[config.mk]
export PLATFORM = sky130hd
export DESIGN_NAME = pipeline_id_hazard
export DESIGN_NICKNAME = d
export VERILOG_FILES = /design/src/rtl/pipeline_pkg.sv /design/src/rtl/pipeline_regfile.sv /design/src/rtl/pipeline_id_hazard.sv
export SDC_FILE = /design/constraint.sdc
export NUM_CORES = 2
export LEC_CHECK = 0
export ABC_AREA = 0
export CORE_ASPECT_RATIO = 0.6
export CORE_UTILIZATION = 49
export DETAILED_ROUTE_END_ITERATION = 10
export GPL_TIMING_DRIVEN = 0
export HOLD_SLACK_MARGIN = 0.03
export PLACE_DENSITY = 0.69
export SYNTH_ARGS = -nofsm -noshare
export SYNTH_HDL_FRONTEND = slang
export SYNTH_SLANG_ARGS = --single-unit
[constraint.sdc]
create_clock -name clk -period 47.1 [get_ports clk]
set_input_delay 9.42 -clock clk [delete_from_list [all_inputs] [get_ports clk]]
set_output_delay 9.42 -clock clk [all_outputs]
set_load 0.005 [all_outputs]
[src/rtl/pipeline_pkg.sv]
// -----------------------------------------------------------------------------
// pipeline_pkg
// Shared constants for the instruction-decode stage of the 5-stage RISC-V
// pipeline: default datapath/register-file geometry, the control-bundle width,
// the NOP control value used for bubbles and the hard-wired zero register.
// No ports (package).
// -----------------------------------------------------------------------------
package pipeline_pkg;

    localparam int DEF_XLEN   = 32;
    localparam int DEF_NREGS  = 32;
    localparam int DEF_AW     = $clog2(DEF_NREGS);
    localparam int DEF_CTRL_W = 12;
    localparam int DEF_CNT_W  = 16;

    // A bubble carries an all-zero control bundle: no write-back, no memory op.
    localparam logic [DEF_CTRL_W-1:0] CTRL_NOP = '0;

    // Register x0 is hard-wired to zero.
    localparam int REG_ZERO = 0;

endpackage

[src/rtl/pipeline_regfile.sv]
// -----------------------------------------------------------------------------
// pipeline_regfile
// NREGS x XLEN architectural register file: one write port, two combinational
// read ports, asynchronous clear. Register 0 always reads as zero and is never
// written.
//
// Optional build macro PIPELINE_ID_WB_BYPASS_EN: when defined, a read whose
// address matches the active write port returns the write data in the same
// cycle (write-through). When undefined, reads return the stored value.
//
// Ports:
//   clk, rst        clock, asynchronous active-high clear
//   we, waddr, wdata write port (ignored when waddr == 0)
//   raddr1, rdata1  read port 1
//   raddr2, rdata2  read port 2
// -----------------------------------------------------------------------------
module pipeline_regfile
    import pipeline_pkg::*;
#(
    parameter int XLEN  = DEF_XLEN,
    parameter int NREGS = DEF_NREGS,
    localparam int AW   = $clog2(NREGS)
) (
    input  logic            clk,
    input  logic            rst,
    input  logic            we,
    input  logic [AW-1:0]   waddr,
    input  logic [XLEN-1:0] wdata,
    input  logic [AW-1:0]   raddr1,
    output logic [XLEN-1:0] rdata1,
    input  logic [AW-1:0]   raddr2,
    output logic [XLEN-1:0] rdata2
);

    logic [XLEN-1:0] regs_q [NREGS];
    logic            wr_en;

    assign wr_en = we && (waddr != AW'(REG_ZERO));

    always_ff @(posedge clk or posedge rst) begin
        if (rst) begin
            for (int i = 0; i < NREGS; i++) begin
                regs_q[i] <= '0;
            end
        end else if (wr_en) begin
            regs_q[waddr] <= wdata;
        end
    end

    always_comb begin
        rdata1 = (raddr1 == AW'(REG_ZERO)) ? '0 : regs_q[raddr1];
        rdata2 = (raddr2 == AW'(REG_ZERO)) ? '0 : regs_q[raddr2];
`ifdef PIPELINE_ID_WB_BYPASS_EN
        // Write-through: the value being written back this cycle wins.
        if (wr_en && (waddr == raddr1)) rdata1 = wdata;
        if (wr_en && (waddr == raddr2)) rdata2 = wdata;
`endif
    end

endmodule

[src/rtl/pipeline_id_hazard.sv]
// -----------------------------------------------------------------------------
// pipeline_id_hazard
// Instruction-decode stage: register file, load-use hazard detection and the
// ID/EX pipeline register with flush > hold > load-use > advance priority.
// A load-use hazard inserts exactly one bubble while stall_out freezes PC and
// IF/ID; every such bubble is counted in the saturating stall_cnt.
//
// Optional build macro PIPELINE_ID_WB_BYPASS_EN: when undefined the register
// file has no write-through path, so an ID read of the register being written
// back this cycle is treated as a hazard too (one extra, counted bubble).
//
// Ports:
//   clk, rst                    clock, asynchronous active-high reset
//   valid_in, inst_in, pc_in    instruction from IF/ID
//   ctrl_in, mem_read_in        decoded control bundle, load flag
//   use_rs1_in, use_rs2_in      source-operand usage flags
//   imm_in                      generated immediate
//   wb_we, wb_addr, wb_data     write-back port
//   flush_in                    taken branch/jump in EX: kill ID
//   hold_in                     global freeze
//   stall_out                   hold PC and IF/ID this cycle
//   ex_*                        ID/EX register contents
//   stall_cnt                   cumulative load-use stall cycles
// -----------------------------------------------------------------------------
module pipeline_id_hazard
    import pipeline_pkg::*;
#(
    parameter int XLEN   = DEF_XLEN,
    parameter int NREGS  = DEF_NREGS,
    parameter int CTRL_W = DEF_CTRL_W,
    parameter int CNT_W  = DEF_CNT_W,
    localparam int AW    = $clog2(NREGS)
) (
    input  logic              clk,
    input  logic              rst,
    input  logic              valid_in,
    input  logic [31:0]       inst_in,
    input  logic [XLEN-1:0]   pc_in,
    input  logic [CTRL_W-1:0] ctrl_in,
    input  logic              mem_read_in,
    input  logic              use_rs1_in,
    input  logic              use_rs2_in,
    input  logic [XLEN-1:0]   imm_in,
    input  logic              wb_we,
    input  logic [AW-1:0]     wb_addr,
    input  logic [XLEN-1:0]   wb_data,
    input  logic              flush_in,
    input  logic              hold_in,
    output logic              stall_out,
    output logic              ex_valid,
    output logic [XLEN-1:0]   ex_pc,
    output logic [XLEN-1:0]   ex_rs1_data,
    output logic [XLEN-1:0]   ex_rs2_data,
    output logic [AW-1:0]     ex_rs1_addr,
    output logic [AW-1:0]     ex_rs2_addr,
    output logic [AW-1:0]     ex_rd,
    output logic [XLEN-1:0]   ex_imm,
    output logic [CTRL_W-1:0] ex_ctrl,
    output logic              ex_mem_read,
    output logic [CNT_W-1:0]  stall_cnt
);

    logic [AW-1:0]     rs1, rs2, rd;
    logic [XLEN-1:0]   rs1_data, rs2_data;
    logic              lu_ex, lu_wb, lu;

    logic              valid_q, valid_d;
    logic [XLEN-1:0]   pc_q, pc_d, rs1_data_q, rs1_data_d, rs2_data_q, rs2_data_d;
    logic [AW-1:0]     rs1_addr_q, rs1_addr_d, rs2_addr_q, rs2_addr_d, rd_q, rd_d;
    logic [XLEN-1:0]   imm_q, imm_d;
    logic [CTRL_W-1:0] ctrl_q, ctrl_d;
    logic              mem_read_q, mem_read_d;
    logic [CNT_W-1:0]  cnt_q, cnt_d;

    assign rs1 = AW'(inst_in[19:15]);
    assign rs2 = AW'(inst_in[24:20]);
    assign rd  = AW'(inst_in[11:7]);

    pipeline_regfile #(.XLEN(XLEN), .NREGS(NREGS)) u_regfile (
        .clk    (clk),
        .rst    (rst),
        .we     (wb_we),
        .waddr  (wb_addr),
        .wdata  (wb_data),
        .raddr1 (rs1),
        .rdata1 (rs1_data),
        .raddr2 (rs2),
        .rdata2 (rs2_data)
    );

    // Load in EX whose destination is a source of the instruction in ID.
    assign lu_ex = valid_in && valid_q && mem_read_q && (rd_q != AW'(REG_ZERO)) &&
                   ((use_rs1_in && (rs1 == rd_q)) || (use_rs2_in && (rs2 == rd_q)));

`ifdef PIPELINE_ID_WB_BYPASS_EN
    assign lu_wb = 1'b0;
`else
    // Without write-through the register file would return the stale value,
    // so wait one cycle for the write to land.
    assign lu_wb = valid_in && wb_we && (wb_addr != AW'(REG_ZERO)) &&
                   ((use_rs1_in && (rs1 == wb_addr)) || (use_rs2_in && (rs2 == wb_addr)));
`endif

    assign lu        = lu_ex || lu_wb;
    assign stall_out = !flush_in && (lu || hold_in);

    always_comb begin
        valid_d    = valid_q;
        pc_d       = pc_q;
        rs1_data_d = rs1_data_q;
        rs2_data_d = rs2_data_q;
        rs1_addr_d = rs1_addr_q;
        rs2_addr_d = rs2_addr_q;
        rd_d       = rd_q;
        imm_d      = imm_q;
        ctrl_d     = ctrl_q;
        mem_read_d = mem_read_q;
        if (flush_in || (lu && !hold_in)) begin
            // Bubble: every field cleared, control forced to NOP.
            valid_d    = 1'b0;
            pc_d       = '0;
            rs1_data_d = '0;
            rs2_data_d = '0;
            rs1_addr_d = '0;
            rs2_addr_d = '0;
            rd_d       = '0;
            imm_d      = '0;
            ctrl_d     = CTRL_W'(CTRL_NOP);
            mem_read_d = 1'b0;
        end else if (!hold_in) begin
            valid_d    = valid_in;
            pc_d       = pc_in;
            rs1_data_d = rs1_data;
            rs2_data_d = rs2_data;
            rs1_addr_d = rs1;
            rs2_addr_d = rs2;
            rd_d       = rd;
            imm_d      = imm_in;
            ctrl_d     = valid_in ? ctrl_in : CTRL_W'(CTRL_NOP);
            mem_read_d = valid_in && mem_read_in;
        end
    end

    // Only bubbles actually inserted by a load-use hazard are counted.
    always_comb begin
        cnt_d = cnt_q;
        if (lu && !flush_in && !hold_in && (cnt_q != {CNT_W{1'b1}})) begin
            cnt_d = cnt_q + CNT_W'(1);
        end
    end

    always_ff @(posedge clk or posedge rst) begin
        if (rst) begin
            valid_q    <= 1'b0;
            pc_q       <= '0;
            rs1_data_q <= '0;
            rs2_data_q <= '0;
            rs1_addr_q <= '0;
            rs2_addr_q <= '0;
            rd_q       <= '0;
            imm_q      <= '0;
            ctrl_q     <= '0;
            mem_read_q <= 1'b0;
            cnt_q      <= '0;
        end else begin
            valid_q    <= valid_d;
            pc_q       <= pc_d;
            rs1_data_q <= rs1_data_d;
            rs2_data_q <= rs2_data_d;
            rs1_addr_q <= rs1_addr_d;
            rs2_addr_q <= rs2_addr_d;
            rd_q       <= rd_d;
            imm_q      <= imm_d;
            ctrl_q     <= ctrl_d;
            mem_read_q <= mem_read_d;
            cnt_q      <= cnt_d;
        end
    end

    assign ex_valid    = valid_q;
    assign ex_pc       = pc_q;
    assign ex_rs1_data = rs1_data_q;
    assign ex_rs2_data = rs2_data_q;
    assign ex_rs1_addr = rs1_addr_q;
    assign ex_rs2_addr = rs2_addr_q;
    assign ex_rd       = rd_q;
    assign ex_imm      = imm_q;
    assign ex_ctrl     = ctrl_q;
    assign ex_mem_read = mem_read_q;
    assign stall_cnt   = cnt_q;

endmodule
## Word-level counts from Yosys, hierarchy flattened

Index checks and enable logic that the tools add are counted.

| operators by class | value |
|---|---|
| $add $sub $neg | 1 |
| $lt $le $gt $ge | 4 |
| equal/unequal tests | 6 |
| multiplexer cells | 32 |
| bitwise gates (word level) | 3 |
| reductions and logical operators | 30 |

Operators by type and width:

| operator | number |
|---|---|
| bitwise mux 1024 bit | 1 |
| 2-to-1 mux 32 bit | 15 |
| binary-select mux 32 bit (select 5 bit) | 2 |
| demux 32 bit (select 5 bit) | 1 |
| 2-to-1 mux 12 bit | 3 |
| 2-to-1 mux 5 bit | 6 |
| equality test 5 bit | 4 |
| logical AND 1 bit | 19 |
| greater-or-equal comparator 6 bit, second input constant | 3 |
| NOT 5 -> 6 bit | 3 |
| adder 16 x 1 -> 16 bit, second input constant | 1 |
| != test 16 bit, second input constant | 1 |
| zero test 5 bit | 2 |
| nonzero test 5 bit | 2 |
| less-than comparator 6 x 1 -> 1 bit, second input constant | 1 |
| logical OR 1 bit | 5 |
| 2-to-1 mux 1 bit | 4 |
| zero test 1 bit | 2 |
| != test 2 x 1 -> 1 bit, second input constant | 1 |

| word-level totals | value |
|---|---|
| register bits | 1197 |
| input bits | 154 |
| output and inout bits | 174 |
| logic and storage cells | 119 |

## Longest topological paths before layout

| logic depth | value |
|---|---|
| word-level depth | 8 |
| gate-level depth with buffers | 10 |

## By module

From an unflattened synthesis, not the netlist that was laid out.

| unflattened totals | value |
|---|---|
| cells, all modules | 4169 |
| area total of the unflattened synthesis | 61104.9 um2 |

Modules (own cells, without submodules):

| module | times used | cells an instance | area each (um2) | sequential area each (um2) |
|---|---|---|---|---|
| pipeline_regfile | 1 | 3703 | 54524.8 | 25624.6 |
| pipeline_id_hazard | 1 | 466 | 6580.1 | 4329.2 |

## Worst setup path before layout

No wires, ideal clock.

| timing path | value |
|---|---|
| path kind | input-to-output |
| start point | in inst_in[22] |
| end point | out stall_out |
| data arrival time | 10679 ps |
| required time | 37680 ps |
| setup slack | 27001 ps |
| stages | 9 |
| cell sequence | buf_2 -> buf_2 -> xnor2_1 -> nand2_1 -> o22ai_1 -> a22oi_2 -> buf_2 -> buf_2 -> a21oi_1 |

| on the way | value |
|---|---|
| cells in the longest elaborated chain, start to end | 7 |
| elaborated cells on any way between the ends | 11 |

Ends and longest elaborated chain:

| item | line | text |
|---|---|---|
| start: declaration | pipeline_id_hazard.sv:37 | `input logic [31:0] inst_in,` |
| equality test 5 bit, on equally long branches | pipeline_id_hazard.sv:93, pipeline_id_hazard.sv:101 |  |
| logical AND 1 bit, on equally long branches | pipeline_id_hazard.sv:93, pipeline_id_hazard.sv:101 |  |
| logical OR 1 bit, on equally long branches | pipeline_id_hazard.sv:93, pipeline_id_hazard.sv:101 |  |
| logical AND 1 bit, on equally long branches | pipeline_id_hazard.sv:92, pipeline_id_hazard.sv:100 |  |
| logical OR 1 bit (*) | pipeline_id_hazard.sv:104 | `assign lu = lu_ex \|\| lu_wb;` |
| logical OR 1 bit (*) | pipeline_id_hazard.sv:105 | `assign stall_out = !flush_in && (lu \|\| hold_in);` |
| logical AND 1 bit (*) | pipeline_id_hazard.sv:105 |  |
| end: declaration | pipeline_id_hazard.sv:49 | `output logic stall_out,` |

Mark *: on every way between the ends. The rest lies on a longest branch, timed or not.

## Worst setup path after layout

| timing path | value |
|---|---|
| start point | in wb_addr[4] |
| end point | out stall_out |

| on the way | value |
|---|---|
| cells in the longest elaborated chain, start to end | 7 |
| elaborated cells on any way between the ends | 11 |

Ends and longest elaborated chain:

| item | line | text |
|---|---|---|
| start: declaration | pipeline_id_hazard.sv:45 | `input logic [AW-1:0] wb_addr,` |
| equality test 5 bit | pipeline_id_hazard.sv:101 | `((use_rs1_in && (rs1 == wb_addr)) \|\| (use_rs2_in && (rs2 == wb_addr)));` |
| logical AND 1 bit | pipeline_id_hazard.sv:101 |  |
| logical OR 1 bit | pipeline_id_hazard.sv:101 |  |
| logical AND 1 bit (*) | pipeline_id_hazard.sv:100 | `assign lu_wb = valid_in && wb_we && (wb_addr != AW'(REG_ZERO)) &&` |
| logical OR 1 bit (*) | pipeline_id_hazard.sv:104 |  |
| logical OR 1 bit (*) | pipeline_id_hazard.sv:105 |  |
| logical AND 1 bit (*) | pipeline_id_hazard.sv:105 |  |

Marks and branches as above.

==> load_flow_metrics.sql <==
INSERT INTO impl_metrics (metric_group, metric, value, unit) VALUES
('power_and_ir_drop', 'power.static_leakage', '30.6', 'nW'),
('floorplan', 'io-pin-count', '328', ''),
('setup_path', 'reg2reg_setup_slack', '44330', 'ps'),
('sta', 'slew_violations', '34', ''),
('clock_tree', 'postCtsSetupBuffers', '0', ''),
('setup_path', 'timing.critical_path.mode_cell', 'buf_2', ''),
('grt', 'wire_length_of_the_first_global_routing_pass', '346000', 'um'),
('clock_tree', 'cts_tree', 'built', ''),
('logic_synthesis', 'synth_seq_area_share', '48.9', '%'),
('place', 'hpwlAfterDp', '179000', 'um'),
('grt', 'antenna_found_initial', '17', ''),
('setup_path', 'setup.worst_path.end_class', 'output pin', ''),
('routing', 'drt_wl_total', '250000', 'um'),
('logic_synthesis', 'synthesis.yosys.warnings', '0', ''),
('sta', 'worst_hold_slack', '477', 'ps'),
('setup_path', 'required_time_of_the_critical_path', '37680', 'ps'),
('power_and_ir_drop', 'power', '0.00295', 'W'),
('sta', 'skew', '48.0', 'ps'),
('min_path', 'timing.hold.worst.class', 'reg -> reg', ''),
('setup_path', 'worstSetupPathType', 'in -> out', ''),
('floorplan', 'floorplan.rows', '100', ''),
('floorplan', 'die_h', '276', 'um'),
('setup_path', 'critPathLaunchType', 'input pin', ''),
('grt', 'gr-usage-all-layers', '39.5', '%'),
('routing', 'dr.first_iter.drc_count', '7100', ''),
('sta', 'finalWorstPathRequiredPeriod', '22050', 'ps'),
('power_and_ir_drop', 'peakVddDrop', '34.4', 'uV'),
('grt', 'overflow_after_grt', '0', ''),
('logic_synthesis', 'synth_seq_cells', '1197', ''),
('setup_path', 'timing.critical_path.arrival', '12630', 'ps'),
('routing', 'ant_nets', '0', ''),
('floorplan', 'floorplan.initialDensity', '49.4', '%'),
('clock_tree', 'clock_sink_count', '1197', ''),
('logic_synthesis', 'async_flop_share', '100', '%'),
('setup_path', 'regToRegStartpoint', 'u_regfile.regs_q[16]$_DFFE_PP0P_', ''),
('routing', 'detail_route.drc_violations', '0', ''),
('clock_tree', 'htree_levels', '3', ''),
('logic_synthesis', 'dominant_combinational_cell_family_by_area_after_synthesis', 'multiplexers', ''),
('layout', 'nets', '4868', ''),
('place', 'globalplace.congestion', '1.04', ''),
('sta', 'finalCritPeriodShare', '46.8', '%'),
('floorplan', 'die_w', '459', 'um'),
('logic_synthesis', 'synth-simple-area-share', '2.70', '%'),
('setup_path', 'timing.critical_path.buf_inv', '5', ''),
('clock_tree', 'cts_repair_resize_count', '0', ''),
('floorplan', 'floorplan.die_area', '127000', 'um^2'),
('clock_tree', 'cts.root.buffer_cell', 'clkbuf_16', ''),
('clock_tree', 'cts_max_path_buffers', '3', ''),
('setup_path', 'critical_path.top_delay_family', 'buffers and inverters', ''),
('sta', 'timing.final.setup_violations', '0', ''),
('clock_tree', 'cts.reportedPaths.clkPinSlew', '60', 'ps'),
('layout', 'layout.filler_cells', '10100', ''),
('logic_synthesis', 'ys.flop_type', 'dfrtp_1', ''),
('setup_path', 'cp-startpoint', 'wb_addr[4]', ''),
('clock_tree', 'worst_skew_pair.late_latency', '790', 'ps'),
('logic_synthesis', 'synth-edff-count', '0', ''),
('logic_synthesis', 'synth_xor_area_share', '0.500', '%'),
('logic_synthesis', 'cell_area_after_synthesis', '61300', 'um^2'),
('run', 'max_cap_violations', '3', ''),
('clock_tree', 'cts_hold_repair.buffers', '0', ''),
('outcome', 'status', 'finished with violations', ''),
('layout', 'area_delta_synth_final', '15.2', '%'),
('sta', 'clock.fmax', '45.3', 'MHz'),
('setup_path', 'critical_path.max_stage_delay', '690', 'ps'),
('outcome', 'violations_in_the_final_reports', 'capacitance limit, slew limit', ''),
('layout', 'most_frequent_cells_in_the_layout', '1197 x dfrtp_1, 1110 x mux2_2, 388 x mux4_2', ''),
('setup_path', 'slowest_stage', 'clkdlybuf4s50_1', ''),
('logic_synthesis', 'synth_compound_area_share', '5.45', '%'),
('logic_synthesis', 'mappedNetlistNets', '4439', ''),
('grt', 'first_global_vias', '44200', ''),
('routing', 'route.detailed.wl_per_inst', '38.4', 'um');
-- per-stage QoR --
step           setup WS (ps)  cell area, um^2  utilization (%)
2_1_floorplan           3960            61300                -
3_3_place_gp          -10440            66400             53.5
3_5_place_dp           25180            66700             53.8
4_1_cts                25190            70600             56.9
5_1_grt                25050            70600             56.9
6_report               25050            70600             57.0
-- synthesized netlist by cell type (13+ instances only) --
library cell	number	area (um^2)
nand2_1	177	664
nand3_1	88	440
xor2_1	13	114
nor2_1	33	124
dfrtp_1	1197	30000
a21oi_1	114	571
mux4_2	388	8740
mux2_2	1110	12500
o22ai_1	34	213
mux2i_1	252	2520
o31ai_1	62	465
a221oi_1	93	815
buf_1	65	244
buf_4	26	195
xnor2_1	22	193
a211o_1	32	280
o221ai_1	93	815
a32oi_1	13	114
buf_6	14	158
clkbuf_1	262	983
buf_2	116	581
-- state kept, by name (all words and copies together), names as in the netlist --
signal	count
ex_rs1_data	32
u_regfile.regs_q	1024
ex_rs2_data	32
ex_valid	1
stall_cnt	16
ex_rs2_addr	5
ex_rd	5
ex_ctrl	12
ex_mem_read	1
ex_imm	32
ex_rs1_addr	5
ex_pc	32
-- logic make-up after synthesis --
kind of cell	after synthesis
multiplexers	1758
flip-flops	1197
buffers and inverters	487
AO/OA/AOI/OAI	449
AND/OR/NAND/NOR	357
XOR/XNOR	35
adder cells (fa/ha/maj)	1
-- layer usage --
layer / share of wire [%] / GRT usage (%) / wire length, um / up-vias
met5: 0.31 / 3.85 / 785 / -
met4: 4.2 / 14.2 / 10600 / 12
met3: 18 / 24.3 / 44600 / 627
met2: 38 / 50.0 / 94900 / 3243
met1: 40 / 53.9 / 98800 / 24000
li1: - / - / - / 17300
-- final timing paths --
check | end | depth (start not counted)
worst max register to register | ex_rs2_data[16]$_DFFE_PP0P_ | 4
min in group asynchronous | stall_cnt[7]$_DFFE_PP0P_ | 2
worst max-delay path | stall_out | 10
worst min-delay path | u_regfile.regs_q[1017]$_DFFE_PP0P_ | 1
worst min register to register | u_regfile.regs_q[1017]$_DFFE_PP0P_ | 1
max in group asynchronous | u_regfile.regs_q[1009]$_DFFE_PP0P_ | 5
-- worst reg2reg max path, cell delays in order (launching register included) --
cell and delay [ps]:
dfrtp_1 390, mux4_2 470, mux2_2 330, a221oi_1 1250
o31ai_1 150
-- report_power, final --
| group | leakage (nW) | internal (W) | switching, W |
|---|---|---|---|
| clock | 1.92 | 0.000548 | 0.000436 |
| combinational | 13.1 | 0.000328 | 0.000296 |
| sequential | 15.5 | 0.00120 | 0.000142 |
-- area by class of cell --
type,count,area (um^2),share of cell area [%]
sequential,1197,30000,42.4
inverter,4,22.5,0.0319
antenna,15,37.5,0.0531
timing repair buffer,313,3320,4.69
clock inverter,43,518,0.733
clock buffer,166,3350,4.75
buffer,483,2170,3.07
multi-input combinational,2600,29200,41.3
tap,1683,2110,2.98
Power figures use the tool's default switching activity.
